## src/rtl/pc_seq_pkg.sv

```systemverilog
// rtl/pc_seq_pkg.sv - shared types and branch encodings for the pc sequencer
package pc_seq_pkg;

   typedef enum logic [1:0] {
      IDLE,
      FETCH,
      HALTED
   } state_t;

   localparam logic [2:0] F3_BEQ  = 3'b000;
   localparam logic [2:0] F3_BNE  = 3'b001;
   localparam logic [2:0] F3_BLT  = 3'b100;
   localparam logic [2:0] F3_BGE  = 3'b101;
   localparam logic [2:0] F3_BLTU = 3'b110;
   localparam logic [2:0] F3_BGEU = 3'b111;

   typedef enum logic [2:0] {
      SEL_HOLD,
      SEL_SEQ,
      SEL_BR,
      SEL_JAL,
      SEL_JALR
   } pc_sel_t;

endpackage

```

## src/rtl/pc_sequencer_branch_cond_eval.sv

```systemverilog
// rtl/pc_sequencer_branch_cond_eval.sv - combinational branch condition from funct3 and ALU flags
module branch_cond_eval
   import pc_seq_pkg::*;
(
   input  logic [2:0] funct3,
   input  logic       zero_flag,
   input  logic       lt_flag,
   input  logic       ltu_flag,
   output logic       cond_true
);

   always_comb begin
      cond_true = 1'b0;
      case (funct3)
         F3_BEQ:  cond_true = zero_flag;
         F3_BNE:  cond_true = !zero_flag;
         F3_BLT:  cond_true = lt_flag;
         F3_BGE:  cond_true = !lt_flag;
         F3_BLTU: cond_true = ltu_flag;
         F3_BGEU: cond_true = !ltu_flag;
         default: cond_true = 1'b0;
      endcase
   end

endmodule

```

## src/rtl/pc_sequencer.sv

```systemverilog
// rtl/pc_sequencer.sv - program counter and fetch sequencer
// Optional misaligned-target trap enabled by defining PC_SEQ_MISALIGN_TRAP_EN.
module pc_sequencer
   import pc_seq_pkg::*;
#(
   parameter int              XLEN         = 32,
   parameter logic [XLEN-1:0] RESET_VECTOR = '0,
   parameter logic [XLEN-1:0] TRAP_VECTOR  = XLEN'(32'h0000_0100)
) (
   input  logic            clk,
   input  logic            rst,
   output logic [XLEN-1:0] pc,
   output logic [XLEN-1:0] pc_plus4,
   output logic            imem_req,
   input  logic            imem_ack,
   output logic            instr_valid,
   input  logic            branch,
   input  logic            jump,
   input  logic            jalr,
   input  logic            halt,
   input  logic [2:0]      funct3,
   input  logic            zero_flag,
   input  logic            lt_flag,
   input  logic            ltu_flag,
   input  logic [XLEN-1:0] imm,
   input  logic [XLEN-1:0] rs1_data,
`ifdef PC_SEQ_MISALIGN_TRAP_EN
   output logic            branch_taken,
   output logic            halted,
   output logic            misalign_trap,
   output logic [XLEN-1:0] trap_epc
`else
   output logic            branch_taken,
   output logic            halted
`endif
);

   state_t          state, state_nxt;
   pc_sel_t         sel;
   logic            cond_true;
   logic            redirect;
   logic [XLEN-1:0] jalr_sum;
   logic [XLEN-1:0] target;
   logic [XLEN-1:0] next_pc;

   branch_cond_eval u_cond (
      .funct3    (funct3),
      .zero_flag (zero_flag),
      .lt_flag   (lt_flag),
      .ltu_flag  (ltu_flag),
      .cond_true (cond_true)
   );

   always_ff @(posedge clk or posedge rst) begin
      if (rst) state <= IDLE;
      else     state <= state_nxt;
   end

   always_comb begin
      state_nxt = state;
      case (state)
         IDLE:    state_nxt = FETCH;
         FETCH:   if (instr_valid && halt) state_nxt = HALTED;
         HALTED:  state_nxt = HALTED;
         default: state_nxt = IDLE;
      endcase
   end

   always_comb begin
      imem_req     = (state == FETCH);
      halted       = (state == HALTED);
      instr_valid  = imem_req & imem_ack;
      branch_taken = instr_valid & redirect;
`ifdef PC_SEQ_MISALIGN_TRAP_EN
      misalign_trap = instr_valid & redirect & (|target[1:0]);
`endif
   end

   // Halt outranks every control transfer so the stopping instruction stays at pc.
   always_comb begin
      sel = SEL_SEQ;
      if (halt)                     sel = SEL_HOLD;
      else if (jalr)                sel = SEL_JALR;
      else if (jump)                sel = SEL_JAL;
      else if (branch && cond_true) sel = SEL_BR;
   end

   assign redirect = (sel == SEL_BR) || (sel == SEL_JAL) || (sel == SEL_JALR);
   assign pc_plus4 = pc + XLEN'(4);
   assign jalr_sum = rs1_data + imm;

   always_comb begin
      target = pc_plus4;
      case (sel)
         SEL_HOLD:        target = pc;
         SEL_SEQ:         target = pc_plus4;
         SEL_BR, SEL_JAL: target = pc + imm;
         SEL_JALR:        target = jalr_sum & ~XLEN'(1);
         default:         target = pc_plus4;
      endcase
   end

`ifdef PC_SEQ_MISALIGN_TRAP_EN
   assign next_pc = (redirect && (|target[1:0])) ? TRAP_VECTOR : target;

   always_ff @(posedge clk or posedge rst) begin
      if (rst)                trap_epc <= '0;
      else if (misalign_trap) trap_epc <= pc;
   end
`else
   assign next_pc = redirect ? {target[XLEN-1:2], 2'b00} : target;

   logic unused_trap_vector;
   assign unused_trap_vector = ^TRAP_VECTOR;
`endif

   always_ff @(posedge clk or posedge rst) begin
      if (rst)              pc <= RESET_VECTOR;
      else if (instr_valid) pc <= next_pc;
   end

endmodule
```

## config.mk

```make
export PLATFORM = sky130hd
export DESIGN_NAME = pc_sequencer
export DESIGN_NICKNAME = d
export VERILOG_FILES = /design/src/rtl/pc_seq_pkg.sv /design/src/rtl/pc_sequencer_branch_cond_eval.sv /design/src/rtl/pc_sequencer.sv
export SDC_FILE = /design/constraint.sdc
export NUM_CORES = 1
export LEC_CHECK = 0
export BUFFER_PORTS_ARGS = -buffer_cell sky130_fd_sc_hd__buf_4
export CORE_ASPECT_RATIO = 1.2
export CORE_UTILIZATION = 55
export CTS_CLUSTER_SIZE = 30
export DETAILED_ROUTE_END_ITERATION = 8
export PLACE_DENSITY_LB_ADDON = 0.3
export SLEW_MARGIN = 40
export SYNTH_ARGS = -nofsm -noshare
export SYNTH_HDL_FRONTEND = slang
export SYNTH_SLANG_ARGS = --single-unit
```

## constraint.sdc

```tcl
create_clock -name clk -period 3.39 [get_ports clk]
set_input_delay 0.1695 -clock clk [delete_from_list [all_inputs] [get_ports clk]]
set_output_delay 0.1695 -clock clk [all_outputs]
set_load 0.005 [all_outputs]
```

==> results.json <==
{
  "busiest_layer": "met2",
  "seq_area_frac_synth_pct": 15.6,
  "hold_viol_final": 0,
  "worst_r2r_startpoint": "pc[0]$_DFFE_PP0P_",
  "grtUsageMet2_pct": 64.3,
  "ctsRootBufferMaster": "clkbuf_16",
  "total_leakage_power_uw": 0.00321,
  "wl_per_cell_um": 19.5,
  "drtAntennaViolNets": 0,
  "syn_nets": 866,
  "netlist_instances": 722,
  "synth.avg_cell_area_um2": 7.54,
  "cp_data_arrival_time_ns": 3.39,
  "n_antenna_cell": 0,
  "clk_path_buf_depth": 2,
  "critical-path-max-stage-delay_ns": 0.43,
  "first_global_vias": 6198,
  "dieArea_mm2": 0.0103,
  "portBuffers": 144,
  "htree_levels": 2,
  "finalSetupViolCount": 0,
  "yosys_warnings": 0,
  "crit_fanout": 4,
  "slew-limit-headroom_pct": 44.5,
  "antenna_found_initial": 0,
  "drive_above_1_share_pct": 21.9,
  "io_pins": 145,
  "slew_viol_final": 0,
  "whs_ns": 0.00357,
  "start_kind": "flop",
  "synth.distinct_cells": 68,
  "path_clk_slew_ns": 0.06,
  "post_cts_buffers": 0,
  "ir_drop_uv": 365,
  "stdcell_count": 982,
  "clock_latency_ns": 0.29,
  "min_period_over_period_pct": 95.2,
  "finalWorstSetupSlack_ns": 0.162,
  "path_common_cell": "a21oi_1",
  "r2r_cells": 12,
  "cts-buffers-inserted": 5,
  "dr.pass1.iters": 5,
  "die_h_um": 111,
  "crit_chain": "ha_1 -> fa_1 -> a21oi_1 -> and3b_1 -> o22ai_1 -> buf_4 -> o31ai_2 -> a31oi_1 -> o21ai_1 -> xor2_1 -> a221oi_1 -> a21oi_1",
  "vias_per_cell": 6.54,
  "wirelength_mm": 19.2,
  "end_kind": "flop",
  "r2r-end": "pc[24]$_DFFE_PP0P_",
  "grt_pass1_wl_mm": 30.5,
  "coreArea_mm2": 0.00956,
  "multi_input_area_mm2": 0.00441,
  "synth_area_leader_cell": "dfrtp_1",
  "layout-area-overhead-vs-synth_pct": 26.4,
  "ff_latch_area_um2": 851,
  "nFillCells": 832,
  "place_inst": 974,
  "rows": 39,
  "grt.total_usage_pct": 37.7,
  "min_period_ns": 3.23,
  "cts_resized": 0,
  "start_util_pct": 56.9,
  "clock_skew_ns": 0.00546,
  "finalNetCount": 1002,
  "crit_type": "reg -> reg",
  "grt-ovfl-total": 0,
  "status": "finished, final reports clean",
  "tritoncts": "built",
  "max_freq_mhz": 310,
  "grt_use_met1_pct": 43.0,
  "clock_sinks": 34,
  "netlist_area_mm2": 0.00545,
  "cts_hold_buf": 0,
  "reg2reg_slack_ns": 0.16,
  "hpwl_mm": 15.2,
  "yosys.area.top_type_share_pct": 15.6,
  "place_worst_setup_slack_ns": 0.205,
  "cap_violations": 0,
  "synth-edff-count": 0,
  "drc": 0,
  "grt_max_degree": 35,
  "holdCritPathClass": "in -> async",
  "cp.required_ns": 3.55,
  "critical_path.top_delay_family": "compound AO/OA/AOI/OAI gates",
  "place.gp.congestion": 1.03,
  "worst_slew_pin_slew_ns": 0.831,
  "synth-seq-cells": 34,
  "setup_tns_ns": 0,
  "power_density_mw_per_mm2": 680,
  "yosys-top-cells-area": "dfrtp_1 (16%), ha_1 (15%), xnor2_1 (8.0%), a21oi_1 (6.6%), xor2_1 (5.6%)",
  "gr-usage-met3_pct": 4.46,
  "die_x_um": 92.8,
  "critPathSlowestCell": "fa_1",
  "rsz0062_at_grt": "false",
  "synth_async_sr_flop_share_pct": 100,
  "first_iter_violations": 427,
  "vias": 6426,
  "critPathBufInv": 1,
  "synth-main-ff-cell": "dfrtp_1"
}
## layer usage
metal,part of all wire (%),wire length [um],vias to the layer above
met5,0,0,-
met2,49,9370,375
met1,37,7170,2990
li1,-,-,2966
met4,6.8,1310,0
met3,6.9,1320,95
## flip-flops by register name (all words and copies together), names as in the netlist
| name | count |
|---|---|
| pc | 32 |
| state | 2 |
## synthesized netlist by cell type (4+ instances only)
cell      number
a21oi_1       72
nand2_1       72
ha_1          65
nor2_1        50
xnor2_1       50
xor2_1        35
dfrtp_1       34
o21ai_1       33
nand3_1       31
clkbuf_1      28
a21o_1        26
o21ai_0       21
inv_1         17
nor3_1        16
a221oi_1      13
nand4_1       13
and3_1        12
a211oi_1       9
nor2b_1        9
o211ai_1       8
o21bai_1       8
o22ai_1        8
a31oi_1        7
o21a_1         6
nand2b_1       5
and2_1         4
or3_1          4
## report_power, final
part	internal, uW	switching, uW
combinational	1510	1630
sequential	575	328
clock	442	201
## placed cells by master (no fill, tap or decap), drive strengths merged, types with 11 or more instances in the layout
cell type	count
nand3	31
dfrtp	34
a21o	28
buf	161
a221oi	14
nor3	16
nor2	50
nand4	13
a211oi	11
a21oi	72
nand2	72
o21ai	54
inv	17
and3	12
xor2	35
xnor2	50
ha	65
## worst max path at each step
stage	startpoint	endpoint	slack (ns)	cells past startpoint
6_report	pc[0]$_DFFE_PP0P_	pc[24]$_DFFE_PP0P_	0.16	12
5_1_grt	pc[0]$_DFFE_PP0P_	pc[24]$_DFFE_PP0P_	0.08	12
4_1_cts	pc[0]$_DFFE_PP0P_	pc[24]$_DFFE_PP0P_	0.20	12
3_5_place_dp	pc[0]$_DFFE_PP0P_	pc[24]$_DFFE_PP0P_	0.20	12
3_3_place_gp	pc[0]$_DFFE_PP0P_	pc[24]$_DFFE_PP0P_	0.32	12
2_1_floorplan	pc[0]$_DFFE_PP0P_	pc[30]$_DFFE_PP0P_	0.50	11
## worst reg2reg max path, cell delays in order, from the launching register on
cell	delay (ns)
dfrtp_1	0.40
ha_1	0.26
fa_1	0.43
a21oi_1	0.24
and3b_1	0.23
o22ai_1	0.11
buf_4	0.16
o31ai_2	0.11
a31oi_1	0.32
o21ai_1	0.15
xor2_1	0.16
a221oi_1	0.42
a21oi_1	0.12
## kinds of logic (layout without fill, tap and decap cells)
kind of cell / after synthesis / in the layout / synth area share (%)
flops: 34 / 34 / 15.6
xor+xnor: 85 / 85 / 13.7
simple gates: 232 / 232 / 20.4
mux: 3 / 3 / 0.597
compound gates: 252 / 252 / 30.5
buf+inv: 49 / 186 / 3.58
fa+ha+maj: 67 / 67 / 15.7
## through the flow
| step | total power (uW) | util (%) | area, um^2 |
|---|---|---|---|
| after global routing | 5000 | 72.0 | 6880 |
| final | 4680 | 72.0 | 6880 |
| after floorplan | 2770 | - | 5450 |
| after detailed placement | 3970 | 69.9 | 6690 |
| after CTS | 4630 | 72.0 | 6880 |
| after global placement | 3890 | 69.9 | 6680 |
## cell type report
| type | instances | area share, % |
|---|---|---|
| clock buffers | 6 | 2.02 |
| well taps | 123 | 2.24 |
| multi-input cells | 639 | 64.0 |
| inverters | 17 | 0.927 |
| repair buffers | 161 | 17.6 |
| clock inverters | 2 | 0.872 |
| flip-flops and latches | 34 | 12.4 |
No activity file was read; power rests on OpenSTA's default activity.
